===== src/rtl/uart_pkg.sv =====
// Shared definitions for the UART transmit controller: state encoding,
// idle line level, supported data-width range and the parity helper.
package uart_pkg;

    typedef enum logic [2:0] {
        ST_IDLE   = 3'd0,
        ST_START  = 3'd1,
        ST_DATA   = 3'd2,
        ST_PARITY = 3'd3,
        ST_STOP   = 3'd4
    } uart_state_e;

    localparam logic IDLE_LEVEL = 1'b1;
    localparam int   DATA_W_MIN = 5;
    localparam int   DATA_W_MAX = 9;

    // Even parity is the XOR of the data bits; odd parity inverts it.
    function automatic logic parity_bit(input logic [DATA_W_MAX-1:0] data,
                                        input logic                  odd);
        return (^data) ^ odd;
    endfunction

endpackage


===== src/rtl/uart_bit_timer.sv =====
// Bit-period counter: counts 0..per_lat-1 while enabled, a period of 0 is
// treated as 1. tick_next_o announces that the following cycle is a tick.
module uart_bit_timer #(
    parameter int DIV_W = 16
) (
    input  logic             clk_i,
    input  logic             rstn_i,
    input  logic             clear_i,
    input  logic             enable_i,
    input  logic [DIV_W-1:0] per_lat_i,
    output logic             bit_tick_o,
    output logic             tick_next_o
);

    logic [DIV_W-1:0] cnt_q;
    logic [DIV_W-1:0] cnt_d;
    logic [DIV_W-1:0] per_m1_s;

    // Clamp the period, detect the tick and compute the next count.
    always_comb begin
        if (per_lat_i == {DIV_W{1'b0}}) begin
            per_m1_s = {DIV_W{1'b0}};
        end else begin
            per_m1_s = per_lat_i - DIV_W'(1);
        end
        bit_tick_o = enable_i && (cnt_q == per_m1_s);
        // After a tick the count restarts at 0, so the next cycle ticks only for a 1-cycle period.
        if (bit_tick_o) begin
            tick_next_o = (per_m1_s == {DIV_W{1'b0}});
        end else begin
            tick_next_o = enable_i && (cnt_q == per_m1_s - DIV_W'(1));
        end
        if (clear_i || !enable_i || bit_tick_o) begin
            cnt_d = {DIV_W{1'b0}};
        end else begin
            cnt_d = cnt_q + DIV_W'(1);
        end
    end

    // Counter register.
    always_ff @(posedge clk_i) begin
        if (!rstn_i) begin
            cnt_q <= {DIV_W{1'b0}};
        end else begin
            cnt_q <= cnt_d;
        end
    end

endmodule


===== src/rtl/uart_tx_ctrl.sv =====
// Asynchronous serial frame transmitter: start, DATA_W data bits LSB first,
// optional parity (macro UART_TX_PARITY_EN) and one or two stop bits.
module uart_tx_ctrl
    import uart_pkg::*;
#(
    parameter int DLY    = 1,
    parameter int DATA_W = 8,
    parameter int DIV_W  = 16
) (
    input  logic              clk_i,
    input  logic              rstn_i,
    input  logic [DIV_W-1:0]  period_i,
    input  logic              stop2_i,
`ifdef UART_TX_PARITY_EN
    input  logic              parity_en_i,
    input  logic              parity_odd_i,
`endif
    input  logic              tx_valid_i,
    input  logic [DATA_W-1:0] tx_data_i,
    output logic              tx_ready_o,
    output logic              tx_o,
    output logic              busy_o,
    output logic              done_o
);

    if (DATA_W < DATA_W_MIN || DATA_W > DATA_W_MAX || DLY < 0) begin : g_bad_cfg
        $error("uart_tx_ctrl: unsupported parameter set");
    end

    uart_state_e       state_q, state_d;
    logic [DATA_W-1:0] shift_q, shift_d;
    logic [3:0]        bit_idx_q, bit_idx_d;
    logic              stop_idx_q, stop_idx_d;
    logic              stop2_q, stop2_d;
    logic [DIV_W-1:0]  per_q, per_d;
    logic              tx_q, tx_d;
    logic              ready_q, ready_d;
    logic              busy_q, busy_d;
    logic              done_q, done_d;
`ifdef UART_TX_PARITY_EN
    logic              par_en_q, par_en_d;
    logic              par_bit_q, par_bit_d;
`endif

    logic accept_s;
    logic bit_tick_s;
    logic tick_next_s;
    logic final_s;

    assign accept_s = tx_valid_i && ready_q;

    uart_bit_timer #(
        .DIV_W (DIV_W)
    ) u_bit_timer (
        .clk_i       (clk_i),
        .rstn_i      (rstn_i),
        .clear_i     (accept_s),
        .enable_i    (state_q != ST_IDLE),
        .per_lat_i   (per_q),
        .bit_tick_o  (bit_tick_s),
        .tick_next_o (tick_next_s)
    );

    // Frame sequencing, with the final stop-bit cycle already presented as IDLE.
    always_comb begin
        state_d    = state_q;
        shift_d    = shift_q;
        bit_idx_d  = bit_idx_q;
        stop_idx_d = stop_idx_q;
        stop2_d    = stop2_q;
        per_d      = per_q;
        done_d     = 1'b0;
`ifdef UART_TX_PARITY_EN
        par_en_d   = par_en_q;
        par_bit_d  = par_bit_q;
`endif
        case (state_q)
            ST_IDLE: begin
                if (accept_s) begin
                    state_d    = ST_START;
                    shift_d    = tx_data_i;
                    bit_idx_d  = 4'd0;
                    stop_idx_d = 1'b0;
                    stop2_d    = stop2_i;
                    per_d      = period_i;
`ifdef UART_TX_PARITY_EN
                    par_en_d   = parity_en_i;
                    par_bit_d  = parity_bit(DATA_W_MAX'(tx_data_i), parity_odd_i);
`endif
                end else begin
                    state_d = ST_IDLE;
                end
            end
            ST_START: begin
                if (bit_tick_s) begin
                    state_d = ST_DATA;
                end else begin
                    state_d = ST_START;
                end
            end
            ST_DATA: begin
                if (bit_tick_s && bit_idx_q == 4'(DATA_W - 1)) begin
                    bit_idx_d = 4'd0;
`ifdef UART_TX_PARITY_EN
                    state_d   = par_en_q ? ST_PARITY : ST_STOP;
`else
                    state_d   = ST_STOP;
`endif
                end else if (bit_tick_s) begin
                    bit_idx_d = bit_idx_q + 4'd1;
                    shift_d   = shift_q >> 1;
                end else begin
                    state_d = ST_DATA;
                end
            end
`ifdef UART_TX_PARITY_EN
            ST_PARITY: begin
                if (bit_tick_s) begin
                    state_d = ST_STOP;
                end else begin
                    state_d = ST_PARITY;
                end
            end
`endif
            ST_STOP: begin
                if (bit_tick_s && stop2_q && !stop_idx_q) begin
                    stop_idx_d = 1'b1;
                end else if (bit_tick_s) begin
                    state_d = ST_IDLE;
                end else begin
                    state_d = ST_STOP;
                end
            end
            default: begin
                state_d = ST_IDLE;
            end
        endcase

        // Entering the last cycle of the last stop bit: line stays high, frame reports done.
        final_s = (state_d == ST_STOP) && (!stop2_q || stop_idx_d) && tick_next_s;
        if (final_s) begin
            state_d = ST_IDLE;
            done_d  = 1'b1;
        end else begin
            done_d  = 1'b0;
        end

        case (state_d)
            ST_START:  tx_d = 1'b0;
            ST_DATA:   tx_d = shift_d[0];
`ifdef UART_TX_PARITY_EN
            ST_PARITY: tx_d = par_bit_q;
`endif
            default:   tx_d = IDLE_LEVEL;
        endcase
        ready_d = (state_d == ST_IDLE);
        busy_d  = (state_d != ST_IDLE);
    end

    // State, datapath and registered outputs.
    always_ff @(posedge clk_i) begin
        if (!rstn_i) begin
            state_q    <= ST_IDLE;
            shift_q    <= {DATA_W{1'b0}};
            bit_idx_q  <= 4'd0;
            stop_idx_q <= 1'b0;
            stop2_q    <= 1'b0;
            per_q      <= {DIV_W{1'b0}};
            tx_q       <= IDLE_LEVEL;
            ready_q    <= 1'b1;
            busy_q     <= 1'b0;
            done_q     <= 1'b0;
`ifdef UART_TX_PARITY_EN
            par_en_q   <= 1'b0;
            par_bit_q  <= 1'b0;
`endif
        end else begin
            state_q    <= state_d;
            shift_q    <= shift_d;
            bit_idx_q  <= bit_idx_d;
            stop_idx_q <= stop_idx_d;
            stop2_q    <= stop2_d;
            per_q      <= per_d;
            tx_q       <= tx_d;
            ready_q    <= ready_d;
            busy_q     <= busy_d;
            done_q     <= done_d;
`ifdef UART_TX_PARITY_EN
            par_en_q   <= par_en_d;
            par_bit_q  <= par_bit_d;
`endif
        end
    end

    assign tx_o       = tx_q;
    assign tx_ready_o = ready_q;
    assign busy_o     = busy_q;
    assign done_o     = done_q;

endmodule


===== config.mk =====
export PLATFORM = sky130hd
export DESIGN_NAME = uart_tx_ctrl
export DESIGN_NICKNAME = d
export VERILOG_FILES = /design/src/rtl/uart_pkg.sv /design/src/rtl/uart_bit_timer.sv /design/src/rtl/uart_tx_ctrl.sv
export SDC_FILE = /design/constraint.sdc
export NUM_CORES = 1
export LEC_CHECK = 0
export CAP_MARGIN = 30
export CORE_MARGIN = 3
export CORE_UTILIZATION = 42
export CTS_BUF_LIST = sky130_fd_sc_hd__clkbuf_4 sky130_fd_sc_hd__clkbuf_8
export DETAILED_ROUTE_END_ITERATION = 16
export SLEW_MARGIN = 30
export SYNTH_ARGS = -nofsm -noshare
export SYNTH_HDL_FRONTEND = slang
export SYNTH_SLANG_ARGS = --single-unit

===== constraint.sdc =====
create_clock -name clk_i -period 8.5 [get_ports clk_i]
set_input_delay 1.275 -clock clk_i [delete_from_list [all_inputs] [get_ports clk_i]]
set_output_delay 1.275 -clock clk_i [all_outputs]
set_load 0.1 [all_outputs]

==> impl_metrics.toml <==
[worst_setup_path]
crit_path_max_fanout = 19
critPathBufInv = 2
cp_slowest_cell = "nand4_1"
slowest_delay_ns = 0.76
crit_chain = "inv_1 -> ha_1 -> nor4b_1 -> nand4_1 -> nand2_1 -> ha_1 -> inv_1 -> a31o_2 -> or2_2 -> o211ai_1 -> xnor2_1 -> a221oi_1 -> nand4_1 -> a31o_1"
required_ns = 8.72
r2r_setup_slack_ns = 3.89
reg2reg_depth = 14
endpoint_kind = "flop"
r2r-start = "per_q[0]"
path_delay_family = "simple AND/OR/NAND/NOR gates"
critPathLaunchType = "flop"
worstPathArrival_ns = 4.83
r2r_end = "busy_o"
critPathKind = "reg2reg"

[floorplanning]
io_pins = 32
initial_core_util = 0.444
coreArea_um2 = 9460
dieArea_um2 = 11200
rows = 35
die_w_um = 106
die_h_um = 106

[job]
cap_violations = 0

[clock_tree]
clkTransAtPathRegs_ns = 0.11
cts.path.max_buffers = 2
cts.repair.resized = 0
cts_buffers = 5
clock-sinks = 53
post-cts-setup-buffers = 0
clk_latency_ns = 0.32
clockRootBuffer = "clkbuf_8"
htree_levels = 2
cts_hold_buf = 0
cts_tree = "yes"

[logic_synthesis]
synth.area.top_cells = "dfxtp_1, nand2_1, nor2_1, a21boi_0, xor2_1"
synth_edf_count = 0
ys_types = 73
synthArstFlopShare = 0
synth_top_area_share = 0.253
syn_area_per_cell_um2 = 7.48
yosys_warnings = 0
synth_nets = 595
synthFlopType = "dfxtp_1"
syn_inst = 561
syn_area_um2 = 4200
synth-seq-cells = 53
synth_top_cell_by_area = "dfxtp_1"
seq_area_frac_synth = 0.253

[place]
io_buffers = 31
post-dp-hpwl_um = 8540
gp_congestion = 0.957

[final_layout]
multi_input_area_um2 = 2930
filler_cell_count = 992
final_common_cell = "nand2_1"
seqCellArea_um2 = 1060
n_antenna_cell = 0
most-common-layout-cells = "nand2_1, nor2_1, dfxtp_1"
layout-drive-gt1-share = 0.0663
area_growth_pct = 9.30
num-nets-final = 591

[drt]
vias = 4099
drc = 0
firstDrtPassIters = 7
via_per_inst = 5.97
detail-route-antenna-nets = 0
wire_per_inst_um = 16.5
wirelength_um = 11400
initialDrtViolationCount = 306

[timing]
setup_viol = 0
fin_skew_ns = 0.0156
setup_tns_ns = 0
worstMarginPinSlew_ns = 0.964
rsz0062_at_grt = "false"
final_hold_viol_count = 0
hold_ws_ns = 0.495
period_share = 0.543
fmax_mhz = 217
slew_viol_final = 0
fin_crit_ns = 4.61
timing.slew.headroom = 0.356

[pwr]
vdd_ir_drop_max_mv = 0.0873
p_leak_nw = 1.59
p_total_uw = 732
power.density_nw_per_um2 = 160

[outcome]
status = "finished clean"

[hold_path]
worstHoldPathType = "reg2reg"
min_from = "shift_q[3]"
whs_endpoint = "shift_q[3]"
hold_path_depth = 2

[grt]
grt_pass1_wl_um = 18900
grt_max_degree = 34
grt_overflow = 0
grt_use_total = 0.205
antenna_found_initial = 0
grt_pass1_vias = 3643
[flip-flops by register name, indices dropped and copies added, names as in the netlist]
signal             flops
stop2_q                1
stop_idx_q             1
bit_idx_q              4
per_q                 16
done_o                 1
u_bit_timer.cnt_q     16
busy_o                 1
shift_q                8
tx_ready_o             1
state_q                3
tx_o                   1
[power breakdown]
part           leakage (nW)  internal (mW)  total [mW]  switching (mW)
clock                0.0445         0.0587       0.148          0.0890
sequential            0.431          0.258       0.280          0.0214
combinational          1.11          0.121       0.304           0.183
total                  1.59          0.438       0.732           0.294
[per-stage QoR]
step,util,setup WS (ns),instance area (µm²),std cells
2_1_floorplan,-,4.79,4200,561
3_3_place_gp,0.476,4.03,4500,679
3_5_place_dp,0.476,3.93,4500,679
4_1_cts,0.486,3.91,4590,687
5_1_grt,0.485,3.30,4590,687
6_report,0.485,3.89,4590,687
[cell type report]
cell class                      count  area share
Clock buffer                        5      0.0150
Clock inverter                      3     0.00464
Inverter                            9     0.00736
Multi-Input combinational cell    456       0.638
Sequential cell                    53       0.231
Tap cell                          129      0.0352
Timing Repair Buffer               32      0.0682
[cells in the mapped netlist (all sizes together), types with 4 or more instances]
| master | n |
|---|---|
| o22ai | 4 |
| a31oi | 5 |
| nand3b | 7 |
| xnor2 | 19 |
| o31ai | 4 |
| nor2 | 54 |
| or3 | 11 |
| and2 | 4 |
| nand2b | 4 |
| a21oi | 15 |
| nor3 | 24 |
| or4b | 4 |
| o2111ai | 4 |
| nor3b | 7 |
| a21o | 5 |
| xor2 | 19 |
| buf | 11 |
| o21a | 5 |
| a221oi | 4 |
| inv | 9 |
| nand2 | 61 |
| o211ai | 6 |
| a21boi | 31 |
| a211oi | 5 |
| nand3 | 23 |
| clkbuf | 32 |
| or2 | 11 |
| and3 | 8 |
| nand4 | 12 |
| ha | 6 |
| a22oi | 8 |
| nor4 | 15 |
| dfxtp | 53 |
| or4 | 4 |
| nor2b | 9 |
| o21ai | 23 |
[logic make-up after synthesis]
group           Yosys count  synth area share
simple gates            268             0.349
compound gates          141             0.239
flops                    53             0.253
buf+inv                  52            0.0507
xor+xnor                 39            0.0864
fa+ha+maj                 6            0.0179
mux                       2           0.00477
[worst max path at each step]
stage                        start          to  slack [ns]  depth (start not counted)
after floorplan           per_q[0]      busy_o        4.79                         16
after global placement    per_q[0]      busy_o        4.03                         14
after detailed placement  per_q[0]      busy_o        3.93                         14
after CTS                 per_q[0]      busy_o        3.91                         14
after global routing      per_q[0]  shift_q[7]        3.30                         11
final                     per_q[0]      busy_o        3.89                         14
[layer usage]
layer  global-route usage  share of wire  wire (µm)  vias to the layer above
met5                    0              0          0                        -
met4               0.0583          0.016        181                        0
met3               0.0346          0.059        670                       14
met2                0.302           0.44       4950                      143
met1                0.304           0.49       5550                     1906
li1                     -              -          -                     2036
[worst reg2reg max path, stage by stage (launching register included)]
cell	delay, ns
dfxtp_1	0.44
inv_1	0.18
ha_1	0.19
nor4b_1	0.61
nand4_1	0.76
nand2_1	0.41
ha_1	0.22
inv_1	0.08
a31o_2	0.27
or2_2	0.28
o211ai_1	0.20
xnor2_1	0.11
a221oi_1	0.25
nand4_1	0.25
a31o_1	0.29
No activity file was read; power rests on OpenSTA's default activity.
